$ cat config.mk
export PLATFORM = sky130hd
export DESIGN_NAME = hazard_stall_ctrl
export DESIGN_NICKNAME = d
export VERILOG_FILES = /design/src/rtl/hazard_stall_ctrl.sv
export SDC_FILE = /design/constraint.sdc
export NUM_CORES = 1
export LEC_CHECK = 0
export BUFFER_PORTS_ARGS = -buffer_cell sky130_fd_sc_hd__buf_2
export CAP_MARGIN = 5
export CELL_PAD_IN_SITES_DETAIL_PLACEMENT = 1
export CELL_PAD_IN_SITES_GLOBAL_PLACEMENT = 2
export CORE_MARGIN = 2
export CORE_UTILIZATION = 23
export DETAILED_ROUTE_END_ITERATION = 7
export PLACE_DENSITY = 0.83
export SLEW_MARGIN = 20
export SYNTH_ARGS = -nofsm -noshare
export SYNTH_HDL_FRONTEND = slang
export SYNTH_SLANG_ARGS = --single-unit
$ cat constraint.sdc
create_clock -name clk -period 2 [get_ports clk]
set_input_delay 0.4 -clock clk [delete_from_list [all_inputs] [get_ports clk]]
set_output_delay 0.4 -clock clk [all_outputs]
set_load 0.02 [all_outputs]
$ cat src/rtl/hazard_stall_ctrl.sv
// Pipeline sequencing controller: PC/IF-ID/ID-EX/EX-MEM enables, flush and bubble
// from load-use, branch and memory-handshake hazards. Optional HAZARD_PERF_CNT_EN adds stall counters.
module hazard_stall_ctrl #(
  parameter int REG_AW  = 5,
  parameter int TIMEOUT = 255,
  parameter int CNT_W   = 8
) (
  input  logic              clk,
  input  logic              startin,
  input  logic [REG_AW-1:0] ID_rs,
  input  logic [REG_AW-1:0] ID_rt,
  input  logic              ID_uses_rt,
  input  logic              EX_memread,
  input  logic [REG_AW-1:0] EX_rt,
  input  logic              branch_taken,
  input  logic              imem_ready,
  input  logic              mem_req,
  input  logic              dmem_ready,
  output logic              PCWrite,
  output logic              IF_IDWrite,
  output logic              IF_IDFlush,
  output logic              ID_EXWrite,
  output logic              ID_EXBubble,
  output logic              EX_MEMWrite,
  output logic              fetch_err,
  output logic [1:0]        state_o
`ifdef HAZARD_PERF_CNT_EN
  ,
  output logic [31:0]       stall_lu_cnt,
  output logic [31:0]       stall_fetch_cnt,
  output logic [31:0]       stall_mem_cnt
`endif
);

  typedef enum logic [1:0] {
    ST_RUN        = 2'd0,
    ST_MEM_WAIT   = 2'd1,
    ST_FETCH_WAIT = 2'd2
  } state_t;

  typedef enum logic [2:0] {
    WIN_MEM    = 3'd0,
    WIN_BRANCH = 3'd1,
    WIN_LU     = 3'd2,
    WIN_FETCH  = 3'd3,
    WIN_NONE   = 3'd4
  } win_t;

  localparam logic [CNT_W-1:0] TIMEOUT_C = CNT_W'(TIMEOUT);
  localparam logic [CNT_W-1:0] CNT_MAX   = {CNT_W{1'b1}};

  state_t           r_state;
  state_t           w_state_nxt;
  logic [CNT_W-1:0] r_cnt;
  logic [CNT_W-1:0] w_cnt_nxt;
  logic             r_fetch_err;
  win_t             w_win;
  logic             w_load_use;
  logic             w_mem_stall;
  logic             w_fetch_stall;
  logic             w_hold;

  assign w_load_use    = EX_memread && (EX_rt != '0) &&
                         ((EX_rt == ID_rs) || (ID_uses_rt && (EX_rt == ID_rt)));
  assign w_mem_stall   = mem_req && !dmem_ready;
  assign w_fetch_stall = !imem_ready;
  // Once waiting on data memory, only dmem_ready releases the pipeline.
  assign w_hold        = (r_state == ST_MEM_WAIT) ? !dmem_ready : w_mem_stall;

  // Pick the winning hazard for this cycle.
  always_comb begin
    w_win = WIN_NONE;
    if (w_hold) begin
      w_win = WIN_MEM;
    end else if (branch_taken) begin
      w_win = WIN_BRANCH;
    end else if (w_load_use) begin
      w_win = WIN_LU;
    end else if (w_fetch_stall) begin
      w_win = WIN_FETCH;
    end else begin
      w_win = WIN_NONE;
    end
  end

  // Pipeline controls, next state and wait-counter update from the winner.
  always_comb begin
    PCWrite     = 1'b0;
    IF_IDWrite  = 1'b0;
    IF_IDFlush  = 1'b0;
    ID_EXWrite  = 1'b0;
    ID_EXBubble = 1'b0;
    EX_MEMWrite = 1'b0;
    w_state_nxt = ST_RUN;
    w_cnt_nxt   = '0;
    case (w_win)
      WIN_MEM: begin
        w_state_nxt = ST_MEM_WAIT;
        w_cnt_nxt   = r_cnt;
      end
      WIN_BRANCH: begin
        PCWrite     = 1'b1;
        IF_IDWrite  = 1'b1;
        IF_IDFlush  = 1'b1;
        ID_EXWrite  = 1'b1;
        EX_MEMWrite = 1'b1;
      end
      WIN_LU: begin
        ID_EXWrite  = 1'b1;
        ID_EXBubble = 1'b1;
        EX_MEMWrite = 1'b1;
      end
      WIN_FETCH: begin
        ID_EXWrite  = 1'b1;
        ID_EXBubble = 1'b1;
        EX_MEMWrite = 1'b1;
        w_state_nxt = ST_FETCH_WAIT;
        w_cnt_nxt   = (r_cnt == CNT_MAX) ? r_cnt : r_cnt + {{(CNT_W-1){1'b0}}, 1'b1};
      end
      default: begin
        PCWrite     = 1'b1;
        IF_IDWrite  = 1'b1;
        ID_EXWrite  = 1'b1;
        EX_MEMWrite = 1'b1;
      end
    endcase
    if (startin) begin
      PCWrite     = 1'b0;
      IF_IDWrite  = 1'b0;
      IF_IDFlush  = 1'b1;
      ID_EXWrite  = 1'b0;
      ID_EXBubble = 1'b1;
      EX_MEMWrite = 1'b0;
    end else begin
      IF_IDFlush  = IF_IDFlush;
    end
  end

  // State, wait counter and sticky timeout flag.
  always_ff @(posedge clk) begin
    if (startin) begin
      r_state     <= ST_RUN;
      r_cnt       <= '0;
      r_fetch_err <= 1'b0;
    end else begin
      r_state <= w_state_nxt;
      r_cnt   <= w_cnt_nxt;
      if (w_cnt_nxt >= TIMEOUT_C) begin
        r_fetch_err <= 1'b1;
      end else begin
        r_fetch_err <= r_fetch_err;
      end
    end
  end

  assign fetch_err = r_fetch_err;
  assign state_o   = r_state;

`ifdef HAZARD_PERF_CNT_EN
  logic [31:0] r_lu_cnt;
  logic [31:0] r_fetch_cnt;
  logic [31:0] r_mem_cnt;

  // Per-cause stall counters, wrapping at 2^32.
  always_ff @(posedge clk) begin
    if (startin) begin
      r_lu_cnt    <= 32'd0;
      r_fetch_cnt <= 32'd0;
      r_mem_cnt   <= 32'd0;
    end else begin
      if (w_win == WIN_LU)    r_lu_cnt    <= r_lu_cnt + 32'd1;
      if (w_win == WIN_FETCH) r_fetch_cnt <= r_fetch_cnt + 32'd1;
      if (w_win == WIN_MEM)   r_mem_cnt   <= r_mem_cnt + 32'd1;
    end
  end

  assign stall_lu_cnt    = r_lu_cnt;
  assign stall_fetch_cnt = r_fetch_cnt;
  assign stall_mem_cnt   = r_mem_cnt;
`endif

endmodule

==> results of run 1 <==
-- repair_timing --
item                                    in CTS  in global routing
endpoints found under the setup margin       3                  4
endpoints found under the hold margin        0                  0
pin swaps                                    2                  1
buffers inserted                             1                  0
resized for setup                            2                  2
-- placed cells by master, fill, tap and decap left out, types with 2 or more instances in the layout --
cell and instances:
buf_2 30, buf_4 19, dfxtp_1 11, nand2_1 9, nor2_1 9, xnor2_1 9
nand3_1 8, nor3_1 5, nand4_1 4, o21ai_0 4, a21oi_1 3, clkbuf_4 3
inv_1 2, nor2b_1 2, nor3_2 2, and4_1 2, and3_1 2, a32oi_1 2
o31ai_1 2, a22oi_1 2
-- final timing paths --
check | slack (ns) | to | from | depth (start not counted)
setup reg to reg | 0.07 | fetch_err | r_cnt[0] | 7
hold reg to reg | 0.48 | fetch_err | fetch_err | 2
hold / removal | 0.47 | r_cnt[1] | startin | 2
setup / recovery | -0.01 | fetch_err | EX_rt[4] | 9
-- metrics by stage --
step                setup WS (ns)  total power, mW  cell area [um^2]
detailed placement        -0.2183           0.3705              1127
finish                   -0.01011           0.5217              1179
CTS                      -0.02248           0.5346              1169
floorplan               0.0003519           0.3061             817.0
global placement          -0.1121           0.3648              1127
global route              -0.1236           0.5555              1179
-- cells by family after synthesis --
family / share of synthesized area [%]
AOI/OAI and AO/OA: 24.34
and+or+nand+nor: 30.08
adders and majority gates: 1.550
xor gates and xnor gates: 10.85
muxes: 1.240
DFF: 27.29
buffers and inverters: 4.650
-- cell type report --
type,count,area [um^2]
clock buffer,4,26.28
fill,435,2185
inverter,2,7.507
multi-input combinational,82,574.3
sequential,11,220.2
tap,46,57.56
timing repair buffer,49,292.8
-- power groups by stage --
stage               sequential, mW  clock, mW  combinational (mW)
floorplan                    0.230          0              0.0757
global placement             0.228          0               0.136
detailed placement           0.229          0               0.142
CTS                          0.224      0.167               0.144
global route                 0.224      0.174               0.157
finish                       0.224      0.153               0.145
-- routing by layer --
metal,up-vias,global-route usage (%)
met2,32,24.60
met1,459,13.83
met3,4,2.500
met5,-,0
met4,0,7.609
li1,468,-
-- flip-flops by register name, summed over array words and instances (netlist names) --
| signal | flops |
|---|---|
| r_cnt | 8 |
| fetch_err | 1 |
| state_o | 2 |
==> out/metrics.cfg, run 1 <==
[status]
status=complete, but fails checks
violations=setup timing

[cells_and_area]
layout-drive-gt1-share_pct=43.24
fin_util_pct=35.04
num_antenna_cells=0
area_growth_pct=46.05
layout.cells.non_filler=194
fin_nets=173

[critical_path]
cp_top_family=compound AO/OA/AOI/OAI gates
crit_path_start_kind=input pin
critPathSlowestCell=or4b_4
cp.required_ns=2.19
path_class=in -> reg
path_cells=buf_4 -> xnor2_2 -> nand4_1 -> o22ai_2 -> buf_4 -> a311oi_4 -> a32o_2 -> or4b_4 -> o32ai_2
arrival_ns=2.20
cpPeakStageDelay_ns=0.46
crit_buf_inv=2
cp-end-kind=flip-flop
path_max_fanout=6
critPathMostFrequentCell=buf_4

[floorplanning]
fp.dieW_um=63.24
core_area_mm2=0.003363
die-height_um=63.24
ios=32
row_count=21
initial_core_util_pct=24.00
die-area_mm2=0.003999

[placed_design]
io_buffer_count=31
gp_congestion=0.8180
place_hpwl_um=2159
placedCellCount=189

[routing]
wl_per_cell_um=13.29
vias_per_cell=4.964
drc_errors=0
top_layer=met4
routed-wl-met2_um=1390
wl_met3_um=140
detail-route-antenna-nets=0
m1WireLength_um=1009
wirelength_um=2578
drt_first_pass_iters=4
first_iter_violations=15
num_vias=963

[synthesis]
yosysSeqAreaShare_pct=27.29
synth_area_per_cell_um2=7.990
synth_edf_count=0
synth_most_common_cell=dfxtp_1
ys_types=33
syn-num-nets=125
ys_ff_latch=11
synth_area_um2=807.0
ys_async_sr_fraction_pct=0
ys.flop_type=dfxtp_1
synth_area_leader_cell=dfxtp_1
synth_top_area_share_pct=27.29
syn_inst=101
synth_warnings=0
synthTopCellsByCount=11 x dfxtp_1, 10 x xnor2_1, 9 x nand2_1, 9 x nor2_1, 8 x nand3_1
yosys-top-cells-area=dfxtp_1 27%, xnor2_1 11%, nand3_1 5.0%

[clocking]
ctsHoldBuffers=0
worstSkewPairLatency_ns=0.27
cts_root_buffer=clkbuf_4
clock-sinks=11
cts_made_buffers=3
clockBufferDepth=2
cts_tree=built
path_clk_slew_ns=0.08
htree_levels=1

[global_route]
grt_overflow_total=0
gr-usage-all-layers_pct=13.26
grt_pass1_wl_um=4174
grt_pass1_vias=959
antenna_found_initial=0
grt_max_degree=13

[timing]
maxSlewViolCount=0
setup_violations=1
slew_headroom_pct=76.81
fin_crit_sh_pct=100.5
rsz0062_at_grt=yes
hold_slack_ns=0.4662
finalClockSkew_ns=0.008066
tightestPinTransition_ns=0.3478
fin_crit_ns=2.010
fmax_ghz=0.4975
setup_ws_ns=-0.01011
setup_tns_ns=-0.01011
hold_viol=0

[power]
clkPwrFrac_pct=29.4
p_per_area_mw_per_mm2=442.6
swShare_pct=29.77
ir_worst_vdd_mv=0.1288
internal-power_mw=0.3664
seqPwrFrac_pct=42.9
switchingPower_mw=0.1553
pwr-share-comb_pct=27.8
p_leak_nw=0.5098

[worst_hold_path]
min_path_type=in -> reg

[job]
drv_cap=0

Power figures use the tool's default switching activity.
==> run 2: changes to the inputs <==
--- a/config.mk
+++ b/config.mk
@@ -5,14 +5,15 @@
 export SDC_FILE = /design/constraint.sdc
 export NUM_CORES = 1
 export LEC_CHECK = 0
+export ABC_AREA = 1
 export BUFFER_PORTS_ARGS = -buffer_cell sky130_fd_sc_hd__buf_2
 export CAP_MARGIN = 5
 export CELL_PAD_IN_SITES_DETAIL_PLACEMENT = 1
 export CELL_PAD_IN_SITES_GLOBAL_PLACEMENT = 2
 export CORE_MARGIN = 2
-export CORE_UTILIZATION = 23
+export CORE_UTILIZATION = 21
 export DETAILED_ROUTE_END_ITERATION = 7
-export PLACE_DENSITY = 0.83
+export PLACE_DENSITY = 0.82
 export SLEW_MARGIN = 20
 export SYNTH_ARGS = -nofsm -noshare
 export SYNTH_HDL_FRONTEND = slang
==> out/metrics.cfg, run 2 <==
[cells_and_area]
regArea_um2=221.5
largest_reg_flops=8
area_growth_pct=29.90
fin_nets=213
layout_common_cells=46 x nand2_1, 31 x buf_2, 27 x inv_1
fillerInstances=568
final_common_cell=nand2_1
top_register=r_cnt
multi_input_area_um2=556.8
fin_util_pct=29.00
layout-drive-gt1-share_pct=29.79
num_antenna_cells=0

[global_route]
antenna_found_initial=0
grt_overflow_total=0
grt_pass1_vias=1061
grt_max_degree=15
grt_pass1_wl_um=4512
gr-usage-all-layers_pct=11.43

[placed_design]
gp_congestion=0.7203
place_hpwl_um=2042
io_buffer_count=31

[status]
status=finished clean

[synthesis]
yosys-top-cells-area=dfxtp_1 24%, nand2_1 19%, inv_1 11%
synthTopCellsByCount=46 x nand2_1, 27 x inv_1, 26 x nor2_1
ys_types=30
synth_area_leader_cell=dfxtp_1
syn-num-nets=178
synth_area_per_cell_um2=5.923
yosysSeqAreaShare_pct=24.14
synth_area_um2=912.1
syn_inst=154
ys_async_sr_fraction_pct=0
synth_warnings=0
synth_most_common_cell=nand2_1
synth_top_area_share_pct=24.14
ys_ff_latch=11
synth_edf_count=0
ys.flop_type=dfxtp_1

[critical_path]
crit_path_start_kind=input pin
path_class=in -> out
cp-end-kind=primary output
critPathLaunch=EX_rt[3]
r2r_start=r_cnt[1]
r2r_cells=13
arrival_ns=1.46
endpoint=ID_EXBubble
cp.required_ns=1.60
timing.rr.end=fetch_err
path_max_fanout=3
reg2reg_slack_ns=0.27

[timing]
hold_viol=0
slew_headroom_pct=81.48
fin_crit_sh_pct=92.78
setup_violations=0
maxSlewViolCount=0
rsz0062_at_grt=no
fmax_ghz=0.5389
setup_tns_ns=0
tightestPinTransition_ns=0.2779
fin_crit_ns=1.856
finalClockSkew_ns=0.0005203

[clocking]
cts_tree=built
post_cts_buffers=0
worstSkewPairLatency_ns=0.25
clockBufferDepth=2
htree_levels=1
cts_made_buffers=3
clock-sinks=11
cts_root_buffer=clkbuf_8
path_clk_slew_ns=0.05

[routing]
drc_errors=0
wirelength_um=2472
first_iter_violations=10
detail-route-antenna-nets=0
drt_first_pass_iters=4
wl_per_cell_um=10.39
vias_per_cell=4.193
num_vias=998

[floorplanning]
core_area_mm2=0.004086
row_count=23
die-height_um=69.91
fp.dieW_um=69.91
initial_core_util_pct=22.32
die-area_mm2=0.004887
ios=32

[power]
p_per_area_mw_per_mm2=487.8
p_leak_nw=0.5965
ir_worst_vdd_mv=0.2380
internal-power_mw=0.4116
switchingPower_mw=0.1663
seqPwrFrac_pct=38.8
swShare_pct=28.78
clkPwrFrac_pct=40.0
pwr-share-comb_pct=21.2

[worst_hold_path]
min_path_type=reg -> reg

[job]
drv_cap=0

run 2: cell types whose count changed after synthesis, sizes merged, moves of 3 or more:
| cell | before | now |
|---|---|---|
| o21ai | 4 | 9 |
| nand3 | 8 | 4 |
| nor3 | 7 | 0 |
| clkbuf | 4 | 1 |
| xnor2 | 10 | 3 |
| nor2 | 9 | 28 |
| nand2 | 9 | 47 |
| inv | 2 | 32 |
| xor2 | 0 | 3 |
run 2: final cells by class:
class	count	share of cell area, %
Multi-Input combinational cell	107	46.99
Sequential cell	11	18.69
Timing Repair Buffer	33	14.36
Inverter	33	10.88
Tap cell	50	5.280
Clock buffer	4	3.801
run 2: metal layers:
layer	track usage [%]	share of wire (%)
met3	2.742	4.7
met5	0	0
met1	12.65	45
met2	19.68	48
met4	6.838	2.6
run 2: repair_timing:
action                     in CTS  in global routing
hold buffers                    0                  0
hold endpoints to repair        0                  0
resized for setup               0                  3
setup endpoints to repair       0                  1
run 2: metrics by stage:
step | hold slack (ns) | total power [mW] | cell area (um^2) | worst slack [ns] | cells
3_3_place_gp | 0.4548 | 0.3530 | 1132 | 0.1270 | 234
4_1_cts | 0.4634 | 0.5914 | 1177 | 0.1117 | 238
2_1_floorplan | 0.4624 | 0.3031 | 918.4 | 0.1251 | 154
5_1_grt | 0.4981 | 0.6182 | 1185 | 0.007488 | 238
6_report | 0.4575 | 0.5780 | 1185 | 0.1443 | 238
3_5_place_dp | 0.4540 | 0.3531 | 1132 | 0.1472 | 234
run 2: power groups by stage:
stage | sequential, mW | combinational, mW | clock [mW]
finish | 0.224 | 0.123 | 0.231
detailed placement | 0.229 | 0.124 | 0
global placement | 0.229 | 0.124 | 0
floorplan | 0.231 | 0.0721 | 0
CTS | 0.224 | 0.125 | 0.242
global route | 0.224 | 0.140 | 0.254
run 2: worst max-delay path: stages:
cell	delay, ns
buf_2	0.12
inv_2	0.06
nand4_1	0.10
o21ai_1	0.15
inv_2	0.04
nand2_1	0.11
nand2_1	0.11
a31o_2	0.21
buf_2	0.15
run 2: worst min-delay path by stage:
stage,to,depth (start not counted),start,slack [ns]
after floorplan,fetch_err,1,startin,0.46
after global placement,fetch_err,2,fetch_err,0.45
after detailed placement,fetch_err,2,fetch_err,0.45
after CTS,fetch_err,2,fetch_err,0.46
after global routing,fetch_err,2,fetch_err,0.50
final,fetch_err,2,fetch_err,0.46
run 2: cells by family after synthesis:
logic type	after synthesis	share of synthesized area, %
AO/OA/AOI/OAI	14	9.465
flip-flops	11	24.14
AND/OR/NAND/NOR	86	43.08
buffers and inverters	36	16.19
XOR/XNOR	6	5.762
adder cells (fa/ha/maj)	1	1.372
